`config.mk`:
```
export PLATFORM = sky130hd
export DESIGN_NAME = qspinor_rd_seq
export DESIGN_NICKNAME = d
export VERILOG_FILES = /design/src/rtl/qspinor_rd_seq.sv
export SDC_FILE = /design/constraint.sdc
export NUM_CORES = 1
export LEC_CHECK = 0
export BUFFER_PORTS_ARGS = -buffer_cell sky130_fd_sc_hd__buf_2
export CORE_MARGIN = 2
export CORE_UTILIZATION = 47
export CTS_BUF_LIST = sky130_fd_sc_hd__clkbuf_2
export CTS_CLUSTER_DIAMETER = 60
export DETAILED_ROUTE_END_ITERATION = 10
export GPL_TIMING_DRIVEN = 1
export PLACE_DENSITY = 0.69
export SKIP_LAST_GASP = 1
export SYNTH_ARGS = -nofsm -noshare
export SYNTH_HDL_FRONTEND = slang
export SYNTH_SLANG_ARGS = --single-unit
```
`constraint.sdc`:
```
create_clock -name clk -period 4.8 [get_ports clk]
set_input_delay 0.24 -clock clk [delete_from_list [all_inputs] [get_ports clk]]
set_output_delay 0.24 -clock clk [all_outputs]
set_load 0.1 [all_outputs]
```
`src/rtl/qspinor_rd_seq.sv`:
```
// Read-transaction sequencer for the qspinor_io PHY: opcode, 24-bit address, dummy cycles, data.
// Optional macro QSPINOR_RD_SEQ_CONT_EN keeps csb low after a burst so a sequential follow-up read skips straight to data.
module qspinor_rd_seq #(
    parameter int LEN_W        = 8,
    parameter int DUMMY_CYCLES = 8,
    parameter int MODE_CYCLES  = 2,
    parameter int CS_HIGH_MIN  = 2
) (
    input  logic             clk,
    input  logic             rst,
    input  logic             cfg_quad,
    input  logic             req_valid,
    output logic             req_ready,
    input  logic [23:0]      req_addr,
    input  logic [LEN_W-1:0] req_len,
    output logic             rd_valid,
    output logic [7:0]       rd_data,
    output logic             rd_last,
    output logic             busy,
    output logic [1:0]       io_width,
    output logic             io_tx_req,
    output logic             io_txq_rdy,
    output logic [7:0]       io_txq_d,
    input  logic             io_tx_resp,
    output logic             io_rx_req,
    output logic             io_rxq_rdy,
    input  logic [7:0]       io_rxq_d,
    input  logic             io_rx_resp,
    output logic             io_dmy_req,
    output logic             io_dmy_dir,
    output logic [3:0]       io_dmy_pattern_out,
    input  logic             io_dmy_resp,
    output logic             qspi_csb
);

    localparam int DMY_W = (DUMMY_CYCLES > 1) ? $clog2(DUMMY_CYCLES) : 1;
    localparam int CS_W  = (CS_HIGH_MIN > 1) ? $clog2(CS_HIGH_MIN) : 1;
    localparam logic [DMY_W-1:0] DMY_LOAD = DMY_W'(DUMMY_CYCLES - 1);
    localparam logic [CS_W-1:0]  CS_LOAD  = CS_W'(CS_HIGH_MIN - 1);

    typedef enum logic [2:0] {
        S_IDLE, S_CS_SETUP, S_CMD, S_ADDR, S_DUMMY, S_DATA, S_CS_HIGH, S_IDLE_CONT
    } state_t;

    state_t             state, state_nxt;
    logic               pend;
    logic [23:0]        addr_q;
    logic [LEN_W-1:0]   len_cnt;
    logic               quad_q;
    logic [1:0]         addr_idx;
    logic [DMY_W-1:0]   dmy_cnt;
    logic [CS_W-1:0]    cs_cnt;
    logic               vld_p1;
    logic               last_p1;
    logic [7:0]         data_p1;

    logic accept, tx_st, unit_st, issue, unit_done;

`ifdef QSPINOR_RD_SEQ_CONT_EN
    logic restart;
    logic cont_hit;
    assign cont_hit = (req_addr == addr_q) && (cfg_quad == quad_q);
`endif

    assign accept    = req_valid && req_ready;
    assign tx_st     = (state == S_CMD) || (state == S_ADDR);
    assign unit_st   = tx_st || (state == S_DUMMY) || (state == S_DATA);
    // A unit is requested whenever the state needs one and none is in flight; pend blocks re-issue until resp.
    assign issue     = unit_st && !pend;
    assign unit_done = pend && ((tx_st && io_tx_resp) ||
                                ((state == S_DUMMY) && io_dmy_resp) ||
                                ((state == S_DATA) && io_rx_resp));

    assign rd_valid   = vld_p1;
    assign rd_last    = last_p1;
    assign rd_data    = data_p1;
    assign io_rxq_rdy = 1'b1;

    always_ff @(posedge clk) begin
        if (rst) state <= S_IDLE;
        else     state <= state_nxt;
    end

    always_comb begin
        state_nxt = state;
        case (state)
            S_IDLE:     if (accept) state_nxt = S_CS_SETUP;
            S_CS_SETUP: state_nxt = S_CMD;
            S_CMD:      if (unit_done) state_nxt = S_ADDR;
            S_ADDR:     if (unit_done && addr_idx == 2'd2) state_nxt = quad_q ? S_DUMMY : S_DATA;
            S_DUMMY:    if (unit_done && dmy_cnt == '0) state_nxt = S_DATA;
            S_DATA: begin
                if (unit_done && len_cnt == '0) begin
`ifdef QSPINOR_RD_SEQ_CONT_EN
                    state_nxt = S_IDLE_CONT;
`else
                    state_nxt = S_CS_HIGH;
`endif
                end
            end
            S_CS_HIGH: begin
                if (cs_cnt == '0) begin
`ifdef QSPINOR_RD_SEQ_CONT_EN
                    state_nxt = restart ? S_CS_SETUP : S_IDLE;
`else
                    state_nxt = S_IDLE;
`endif
                end
            end
            S_IDLE_CONT: begin
`ifdef QSPINOR_RD_SEQ_CONT_EN
                if (accept) state_nxt = cont_hit ? S_DATA : S_CS_HIGH;
`else
                state_nxt = S_IDLE;
`endif
            end
            default:    state_nxt = S_IDLE;
        endcase
    end

    always_ff @(posedge clk) begin
        if (rst) begin
            pend     <= 1'b0;
            addr_q   <= '0;
            len_cnt  <= '0;
            quad_q   <= 1'b0;
            addr_idx <= '0;
            dmy_cnt  <= DMY_LOAD;
            cs_cnt   <= CS_LOAD;
            vld_p1   <= 1'b0;
            last_p1  <= 1'b0;
            data_p1  <= '0;
`ifdef QSPINOR_RD_SEQ_CONT_EN
            restart  <= 1'b0;
`endif
        end else begin
            vld_p1  <= 1'b0;
            last_p1 <= 1'b0;
            if (issue)          pend <= 1'b1;
            else if (unit_done) pend <= 1'b0;
            if (accept) begin
                addr_q   <= req_addr;
                len_cnt  <= req_len;
                quad_q   <= cfg_quad;
                addr_idx <= '0;
                dmy_cnt  <= DMY_LOAD;
            end
            if (state == S_ADDR && unit_done)  addr_idx <= addr_idx + 2'd1;
            if (state == S_DUMMY && unit_done) dmy_cnt  <= dmy_cnt - 1'b1;
            // Data stage: response byte registered for one cycle; addr_q tracks the next sequential address.
            if (state == S_DATA && unit_done) begin
                vld_p1  <= 1'b1;
                data_p1 <= io_rxq_d;
                last_p1 <= (len_cnt == '0);
                len_cnt <= len_cnt - 1'b1;
                addr_q  <= addr_q + 24'd1;
            end
            if (state_nxt == S_CS_HIGH && state != S_CS_HIGH) cs_cnt <= CS_LOAD;
            else if (state == S_CS_HIGH && cs_cnt != '0)      cs_cnt <= cs_cnt - 1'b1;
`ifdef QSPINOR_RD_SEQ_CONT_EN
            if (state == S_IDLE_CONT && accept)       restart <= !cont_hit;
            else if (state == S_CS_HIGH && cs_cnt == '0) restart <= 1'b0;
`endif
        end
    end

    always_comb begin
        req_ready          = (state == S_IDLE) || (state == S_IDLE_CONT);
        busy               = !((state == S_IDLE) || (state == S_IDLE_CONT));
        qspi_csb           = (state == S_IDLE) || (state == S_CS_HIGH);
        io_width           = (state != S_IDLE && quad_q) ? 2'd2 : 2'd0;
        io_tx_req          = issue && tx_st;
        io_txq_rdy         = tx_st;
        io_txq_d           = 8'h00;
        io_rx_req          = issue && (state == S_DATA);
        io_dmy_req         = issue && (state == S_DUMMY);
        io_dmy_dir         = 1'b0;
        io_dmy_pattern_out = 4'h0;
        case (state)
            S_CMD:  io_txq_d = quad_q ? 8'hEB : 8'h03;
            S_ADDR: begin
                case (addr_idx)
                    2'd0:    io_txq_d = addr_q[23:16];
                    2'd1:    io_txq_d = addr_q[15:8];
                    default: io_txq_d = addr_q[7:0];
                endcase
            end
            S_DUMMY: begin
                // Mode cycles come first while the counter is still high.
                if (int'(dmy_cnt) >= DUMMY_CYCLES - MODE_CYCLES) begin
                    io_dmy_dir         = 1'b1;
                    io_dmy_pattern_out = 4'hF;
                end
            end
            default: ;
        endcase
    end

endmodule

```
==> qor_table.md, run 1 <==
| Step | Parameter | This run |
|:---|:---|:---|
| global route | Number of antenna violations at the first check in global routing | 0 |
| clocking | Sink Count | 53 |
| synth | Cell types with the highest counts after synthesis | nand2_1, dfxtp_1, nor2_1 |
| hold path | Classification of the worst-slack hold path | in2reg |
| layout | Fraction of layout cells with a size suffix above 1 | 19.0% |
| route | Via count of the routed design | 3352 |
| worst setup path | Largest fanout of any net on the critical path | 30 |
| synth | Synthesized netlist net count | 470 |
| synth | Fraction of synthesized cell area taken by the top area cell type | 34.4% |
| layout | Post-synthesis to final-layout area growth | 23.3% |
| clocking | Number of buffers on the longest clock path | 2 |
| route | Routed WL | 8.64 mm |
| global route | Pin count of the biggest net entering global routing | 55 |
| floorplanning | Standard cell core area | 6350 um^2 |
| floorplanning | Die area | 7230 um^2 |
| layout | Fill cells | 614 |
| route | Wire per inst | 14.9 um |
| layout | Count of non-filler cells in the finished layout | 578 |
| global route | Final global-route overflow total | 0 |
| floorplanning | Number of placement rows | 29 |
| layout | Multi-input gate area in the final layout | 1820 um^2 |
| synth | Number of unique standard cell types used by synthesis | 50 |
| power and ir drop | P per Cell Area | 257 nW/um^2 |
| worst setup path | Highest cell delay on the worst timing path | 0.85 ns |
| worst setup path | Endpoint type of the worst setup path | flip-flop |
| route | DRC violations left | 0 |
| timing | Post-route fraction of the period consumed by the critical path | 61.1% |
| power and ir drop | Overall power | 0.000977 W |
| synth | Most area-consuming cells after synthesis | dfxtp_1, nand2_1, a21oi_1, a31oi_1, nor2_1 |
| place | Placed wire-length estimate after detailed placement | 5.81 mm |
| clocking | Clock tree root buffer cell | clkbuf_2 |
| layout | Final layout net count | 555 |
| floorplanning | Count of boundary I/O pins | 80 |
| clocking | # H-tree levels | 2 |
| layout | Area used by sequential logic in the layout | 1060 um^2 |
| timing | Setup violators final | 0 |
| floorplanning | Y dimension of the die | 85.0 um |
| worst setup path | Type of origin of the critical path | flip-flop |
| place | Routability congestion estimate | 0.945 |
| synth | Dominant register cell in the synthesized netlist | dfxtp_1 |
| layout | Antenna fix cells | 0 |
| route | Vias/cell | 5.80 |
| clocking | CTS tree | built |
| timing | Total negative slack | 0 ns |
| timing | Slew HR | 29.0% |
| outcome | Outcome | completed |
| timing | Clock tree skew after final layout | 0.0188 ns |
| timing | Final hold violation count | 0 |
| clocking | Post-CTS clock slew at the launch and capture registers of the worst setup and hold paths | 0.32 ns |
| route | Total iterations of the first detailed-routing run | 5 |
| floorplanning | X dimension of the die | 85.0 um |
| synth | Number of instances in the synthesized netlist | 415 |
| route | Drt first-iter violations | 248 |
| synth | Number of synthesized register bits | 53 |
| timing | Count of final max-slew check failures | 0 |
| synth | Post-synth EDFFs | 0 |
| worst setup path | Kind of critical path | reg2reg |
| layout | Final cell utilization of the core | 59.9% |
| synth | Post-synth ARST share | 0% |
| timing | Worst-margin pin slew | 1.05 ns |
| global route | Global-route wire length before repair | 14.1 mm |
| worst setup path | Ordered list of cells on the worst path | and3b_1, nand2_1, or2_1, or4_1, a31oi_1 |
| global route | Vias in the first global route | 3027 |
| global route | Global-route usage over all layers | 23.6% |
| timing | Max Freq | 0.341 GHz |
| power and ir drop | Pleak | 1.50 nW |
| synth | Mean post-synth cell area | 7.43 um^2 |
| synth | Count of yosys warnings during synthesis | 0 |
| place | Count of input and output buffers | 77 |
| synth | Most frequent cell after synthesis | nand2_1 |
| worst setup path | Cell at the slowest stage of the critical path | dfxtp_1 |
| floorplanning | Initial Utilization | 48.6% |
| worst setup path | CP required | 5.24 ns |
| clocking | Clock insertion delay at the later pin of the skew report | 0.48 ns |
| synth | Synthesized cell area | 3080 um^2 |
| job | Max-Cap Viols | 0 |
| clocking | Num CTS Buffers | 5 |
| power and ir drop | Worst VDD drop | 0.168 mV |
| timing | Period minus WS final | 2.93 ns |
| synth | Sequential area share after synthesis | 34.4% |
| route | Post-detailed-route count of antenna-violating nets | 0 |
| worst setup path | Data arrival time at the worst-slack endpoint | 3.37 ns |
| synth | Synth area leader | dfxtp_1 |
| clocking | Total setup buffers inserted after CTS | 0 |
| timing | RSZ-0062 raised after global routing | false |
| place | Placed Instances | 537 |
[worst paths after layout]
path | endpoint | depth (start not counted) | startpoint | slack (ns)
worst min register to register | rd_data[6] | 2 | rd_data[6] | 0.47
worst max register to register | addr_q[17] | 5 | state[0] | 1.87
worst min-delay path | addr_q[4] | 3 | req_addr[4] | 0.01
worst max-delay path | addr_q[17] | 5 | state[0] | 1.87
[final cells by class]
cell class	count	area share (%)
multi-input combinational	316	47.7
sequential	53	27.9
timing repair buffer	112	19.2
tap	77	2.53
inverter	12	1.18
clock inverter	3	0.757
clock buffer	5	0.658
[through the flow]
stage | setup WS (ns) | hold WS, ns | instance area (um^2)
after CTS | 1.90 | 0.00495 | 3770
after floorplan | 1.02 | 0.376 | 3080
after global placement | 2.01 | 0.440 | 3420
after global routing | 1.60 | 0.00823 | 3800
final | 1.87 | 0.00981 | 3800
after detailed placement | 1.95 | 0.446 | 3420
[flip-flops by register name (all words and copies together), names as in the netlist]
register / flops
len_cnt: 8
pend: 1
cs_cnt: 1
rd_data: 8
state: 3
dmy_cnt: 3
addr_q: 24
rd_last: 1
rd_valid: 1
addr_idx: 2
quad_q: 1
[placed cells by master (no fill, tap or decap), drive strengths merged, types with 2 or more instances in the layout]
cell type    instances
a211oi               8
a21oi               32
a22oi                9
a31oi               24
a32oi                4
and2                 5
and3                 7
and4                 2
buf                 79
clkbuf               5
conb                 2
dfxtp               53
dlygate4sd3         33
ha                   8
inv                 14
mux2i                5
nand2               62
nand2b               3
nand3               15
nand3b               4
nand4                6
nor2                34
nor2b                3
nor3                21
nor3b                2
nor4                 6
o211ai               6
o21ai               12
o21bai               2
o311ai               5
or2                  4
or3                  7
or4                  6
[metal layers]
| metal | part of all wire, % | routed length, um | vias up | global-route usage, % |
|---|---|---|---|---|
| met3 | 6.8 | 589 | 8 | 5.54 |
| met2 | 47 | 4070 | 120 | 39.1 |
| met5 | 0 | 0 | - | 0 |
| li1 | - | - | 1682 | - |
| met1 | 45 | 3910 | 1542 | 31.7 |
| met4 | 0.85 | 73 | 0 | 4.47 |
[cells by family after synthesis]
kind of cell	Yosys count	synth area share, %
AO/OA/AOI/OAI	109	22.7
adder cells (fa/ha/maj)	8	3.25
buffers and inverters	46	6.82
flip-flops	53	34.4
multiplexers	6	1.99
other	2	0.243
AND/OR/NAND/NOR	191	30.6
[where the power goes]
part / internal [W] / leakage [nW] / switching [W] / total [W]
logic: 0.0000828 / 1.03 / 0.000173 / 0.000256
registers: 0.000468 / 0.433 / 0.0000412 / 0.000509
clock network: 0.0000437 / 0.0355 / 0.000168 / 0.000212
total: 0.000594 / 1.50 / 0.000383 / 0.000977
[worst max-delay path, delay by kind of cell (launching register included)]
kind / cells / cell delay (ns)
flip-flops: 1 / 0.85
AO/OA/AOI/OAI: 1 / 0.16
AND/OR/NAND/NOR: 4 / 1.87
[what timing repair did]
action | in CTS | in global routing
hold buffers | 30 | 3
endpoints found under the hold margin | 30 | 3
resized for setup | 0 | 0
Note: power is estimated with default switching activity, not from simulation.
==> run 2: changes to the inputs <==
--- a/config.mk
+++ b/config.mk
@@ -5,6 +5,7 @@
 export SDC_FILE = /design/constraint.sdc
 export NUM_CORES = 1
 export LEC_CHECK = 0
+export ABC_AREA = 1
 export BUFFER_PORTS_ARGS = -buffer_cell sky130_fd_sc_hd__buf_2
 export CORE_MARGIN = 2
 export CORE_UTILIZATION = 47
@@ -12,7 +13,7 @@
 export CTS_CLUSTER_DIAMETER = 60
 export DETAILED_ROUTE_END_ITERATION = 10
 export GPL_TIMING_DRIVEN = 1
-export PLACE_DENSITY = 0.69
+export PLACE_DENSITY = 0.71
 export SKIP_LAST_GASP = 1
 export SYNTH_ARGS = -nofsm -noshare
 export SYNTH_HDL_FRONTEND = slang
==> constraint.sdc (replaced) <==
create_clock -name clk -period 2.4 [get_ports clk]
set_input_delay 0.12 -clock clk [delete_from_list [all_inputs] [get_ports clk]]
set_output_delay 0.12 -clock clk [all_outputs]
set_load 0.1 [all_outputs]
==> qor_table.md, run 2 <==
| Step | Parameter | This run | Change |
|:---|:---|:---|:---|
| power and ir drop | Pleak | 1.94 nW | was 1.50 nW |
| floorplanning | Count of boundary I/O pins | 80 | unchanged |
| synth | Fraction of synthesized cell area taken by the top area cell type | 30.4% | was 34.4% |
| hold path | Endpoint, Worst Hold | addr_q[12] | was addr_q[4] |
| global route | Final global-route overflow total | 0 | unchanged |
| clocking | Number of buffers on the longest clock path | 2 | unchanged |
| place | Routability congestion estimate | 1.02 | was 0.945 |
| synth | Sequential area share after synthesis | 30.4% | was 34.4% |
| layout | Most frequent standard cell in the layout excluding fill and tap cells | nand2_1 | was buf_2 |
| clocking | Sink Count | 53 | unchanged |
| synth | Synthesized netlist net count | 617 | was 470 |
| power and ir drop | Overall power | 0.00226 W | was 0.000977 W |
| route | Met2 wire length | 4.41 mm | was 4.07 mm |
| synth | Dominant register cell in the synthesized netlist | dfxtp_1 | unchanged |
| worst setup path | Cell at the slowest stage of the critical path | dfxtp_1 | unchanged |
| route | Highest routed layer | met4 | unchanged |
| timing | Total negative slack | 0 ns | unchanged |
| timing | Clock tree skew after final layout | 0.0180 ns | was 0.0188 ns |
| timing | Slew HR | 66.4% | was 29.0% |
| hold path | Worst hold path depth | 5 | was 3 |
| place | Count of input and output buffers | 77 | unchanged |
| clocking | Total setup buffers inserted after CTS | 0 | unchanged |
| worst setup path | Reg2reg path depth | 8 | was 5 |
| timing | Count of final max-slew check failures | 0 | unchanged |
| route | Vias/cell | 5.20 | was 5.80 |
| worst setup path | CP Buf/Inv Count | 3 | was 0 |
| worst setup path | Type of origin of the critical path | flip-flop | unchanged |
| worst setup path | Endpoint type of the worst setup path | primary output | was flip-flop |
| global route | Vias in the first global route | 3728 | was 3027 |
| route | DRC violations left | 0 | unchanged |
| route | Drt first-iter violations | 224 | was 248 |
| global route | Number of antenna violations at the first check in global routing | 0 | unchanged |
| layout | Antenna fix cells | 0 | unchanged |
| floorplanning | Die area | 8120 um^2 | was 7230 um^2 |
| clocking | Post-CTS clock slew at the launch and capture registers of the worst setup and hold paths | 0.28 ns | was 0.32 ns |
| place | Placed wire-length estimate after detailed placement | 6.94 mm | was 5.81 mm |
| worst setup path | CP required | 2.28 ns | was 5.24 ns |
| route | Total iterations of the first detailed-routing run | 4 | was 5 |
| job | Max-Cap Viols | 0 | unchanged |
| floorplanning | Standard cell core area | 7210 um^2 | was 6350 um^2 |
| global route | Global-route usage over all layers | 24.0% | was 23.6% |
| floorplanning | Number of placement rows | 31 | was 29 |
| floorplanning | Y dimension of the die | 90.1 um | was 85.0 um |
| synth | Count of yosys warnings during synthesis | 0 | unchanged |
| timing | RSZ-0062 raised after global routing | false | unchanged |
| floorplanning | X dimension of the die | 90.1 um | was 85.0 um |
| timing | Setup violators final | 0 | unchanged |
| synth | Synthesized cell area | 3480 um^2 | was 3080 um^2 |
| synth | Most area-consuming cells after synthesis | dfxtp_1, nand2_1, a21oi_1, nor2_1, inv_1 | was dfxtp_1, nand2_1, a21oi_1, a31oi_1, nor2_1 |
| synth | Number of synthesized register bits | 53 | unchanged |
| timing | Post-route fraction of the period consumed by the critical path | 93.5% |  |
| worst setup path | R2R Setup Slk | 0.30 ns | was 1.87 ns |
| clocking | CTS tree | built | unchanged |
| route | Post-detailed-route count of antenna-violating nets | 0 | unchanged |
| power and ir drop | P per Cell Area | 536 nW/um^2 | was 257 nW/um^2 |
| worst setup path | Ordered list of cells on the worst path | inv_1, ha_1, inv_1, o21ai_0, a21oi_1, o21ai_2, clkbuf_4 | was and3b_1, nand2_1, or2_1, or4_1, a31oi_1 |
| synth | Most frequent cell after synthesis | nand2_1 | unchanged |
| worst setup path | Kind of critical path | reg2out | was reg2reg |
| route | Wire per inst | 13.0 um | was 14.9 um |
| layout | Fraction of layout cells with a size suffix above 1 | 18.1% | was 19.0% |
| worst setup path | R2r startpoint | addr_q[0] | was state[0] |
| worst setup path | Cell occurring most often along the worst timing path | inv_1 |  |
| global route | Pin count of the biggest net entering global routing | 46 | was 55 |
| hold path | Classification of the worst-slack hold path | in2reg | unchanged |
| timing | Max Freq | 0.445 GHz |  |
| route | Met1 layer wirelength in the final routing | 4.50 mm | was 3.91 mm |
| clocking | Clock tree root buffer cell | clkbuf_2 | unchanged |
| synth | Mean post-synth cell area | 6.20 um^2 | was 7.43 um^2 |
| outcome | Outcome | completed | unchanged |
| layout | Post-synthesis to final-layout area growth | 21.3% | was 23.3% |
| layout | Largest register FFs | 24 | unchanged |
| layout | Most flop-heavy register | addr_q | unchanged |
| synth | Cell types with the highest counts after synthesis | nand2_1, nor2_1, inv_1 | was nand2_1, dfxtp_1, nor2_1 |
| synth | Post-synth ARST share | 0% | unchanged |
| timing | Final hold violation count | 0 | unchanged |
| route | Routed WL | 9.72 mm | was 8.64 mm |
| route | Total met3 wirelength after detailed routing | 714 um | was 589 um |
| worst setup path | Highest cell delay on the worst timing path | 0.40 ns | was 0.85 ns |
| timing | Period minus WS final | 2.25 ns |  |
| synth | Post-synth EDFFs | 0 | unchanged |
| worst setup path | Largest fanout of any net on the critical path | 7 | was 30 |
| synth | Number of instances in the synthesized netlist | 562 | was 415 |
| layout | Leading cell types in the layout, fill and taps excluded | nand2_1, buf_2, inv_1, nor2_1 | was buf_2, nand2_1, dfxtp_1 |
| clocking | # H-tree levels | 2 | unchanged |
| synth | Synth area leader | dfxtp_1 | unchanged |
| global route | Global-route wire length before repair | 16.5 mm | was 14.1 mm |
| clocking | Clock insertion delay at the later pin of the skew report | 0.44 ns | was 0.48 ns |
| layout | Final layout net count | 702 | was 555 |
| hold path | Startpoint of the most critical hold path | req_addr[12] | was req_addr[4] |
| synth | Number of unique standard cell types used by synthesis | 29 | was 50 |
| worst setup path | Data arrival time at the worst-slack endpoint | 2.13 ns | was 3.37 ns |
| worst setup path | FF-to-FF End | addr_q[10] | was addr_q[17] |
| floorplanning | Initial Utilization | 48.3% | was 48.6% |
| worst setup path | CP delay by family, top | buffers and inverters | was simple AND/OR/NAND/NOR gates |
| power and ir drop | Worst VDD drop | 0.259 mV | was 0.168 mV |
| timing | Worst-margin pin slew | 0.502 ns | was 1.05 ns |
| clocking | Num CTS Buffers | 5 | unchanged |
| route | Via count of the routed design | 3882 | was 3352 |
## run 2: cell count changes after synthesis, moves of 12 or more
cell and change:
o21ai_0 +12, clkbuf_1 -13, xor2_1 +15, nor3_1 -16, nand2_1 +108, o21ai_1 +35, a31oi_1 -22, a21oi_1 +21
inv_1 +43, nor2_1 +24
## run 2: stage by stage
| step | hold slack (ns) | std cells | util (%) | instance area (um^2) | setup slack [ns] |
|---|---|---|---|---|---|
| 2_1_floorplan | 0.263 | 562 | - | 3520 | -0.118 |
| 6_report | 0.00705 | 747 | 58.6 | 4230 | 0.155 |
| 5_1_grt | 0.000961 | 747 | 58.6 | 4230 | 0.0152 |
| 3_3_place_gp | 0.369 | 716 | 54.1 | 3900 | 0.306 |
| 3_5_place_dp | 0.374 | 716 | 54.1 | 3900 | 0.332 |
| 4_1_cts | 0.00117 | 745 | 57.9 | 4180 | 0.00166 |
## run 2: area by class of cell
type	instances	area, um^2
clock inverter	2	33.8
sequential	53	1060
fill	698	2990
inverter	62	236
timing repair buffer	106	697
multi-input combinational	419	2040
tap	99	124
clock buffer	6	30.0
## run 2: cells by family (layout without fill, tap and decap cells)
family,count (synthesis),count (layout),share of synthesized area [%]
compound gates,119,119,17.5
xor+xnor,22,22,5.53
fa+ha+maj,8,8,2.87
buf+inv,90,176,12.1
flops,53,53,30.4
other cells,2,2,0.216
simple gates,268,268,31.3
## run 2: where the power goes
group | switching, W | internal [W] | total [W]
Clock | 0.000293 | 0.000177 | 0.000470
Combinational | 0.000533 | 0.000228 | 0.000761
Sequential | 0.0000888 | 0.000943 | 0.00103
Total | 0.000915 | 0.00135 | 0.00226
## run 2: worst min-delay path: stages
cell and delay [ns]:
buf_2 0.09, inv_1 0.04, o21ai_1 0.06, o21ai_1 0.07, a21oi_1 0.06
## run 2: repair_timing
action	CTS	global route
pin swaps	0	0
endpoints found under the hold margin	24	2
endpoints found under the setup margin	8	8
hold buffers	21	2
gates resized for setup	2	9
## run 2: routing by layer
layer	global-route usage, %	vias up
met5	0	-
met4	5.90	0
met3	4.53	15
met2	39.8	158
met1	32.2	1756
li1	-	1953
## run 2: worst max-delay path by stage
stage,start,to,cells past startpoint
3_5_place_dp,addr_q[0],addr_q[10],8
4_1_cts,addr_idx[1],io_txq_d[1],6
2_1_floorplan,state[2],io_tx_req,4
6_report,addr_idx[0],io_txq_d[5],7
5_1_grt,addr_idx[1],io_txq_d[1],6
3_3_place_gp,addr_q[0],addr_q[10],8
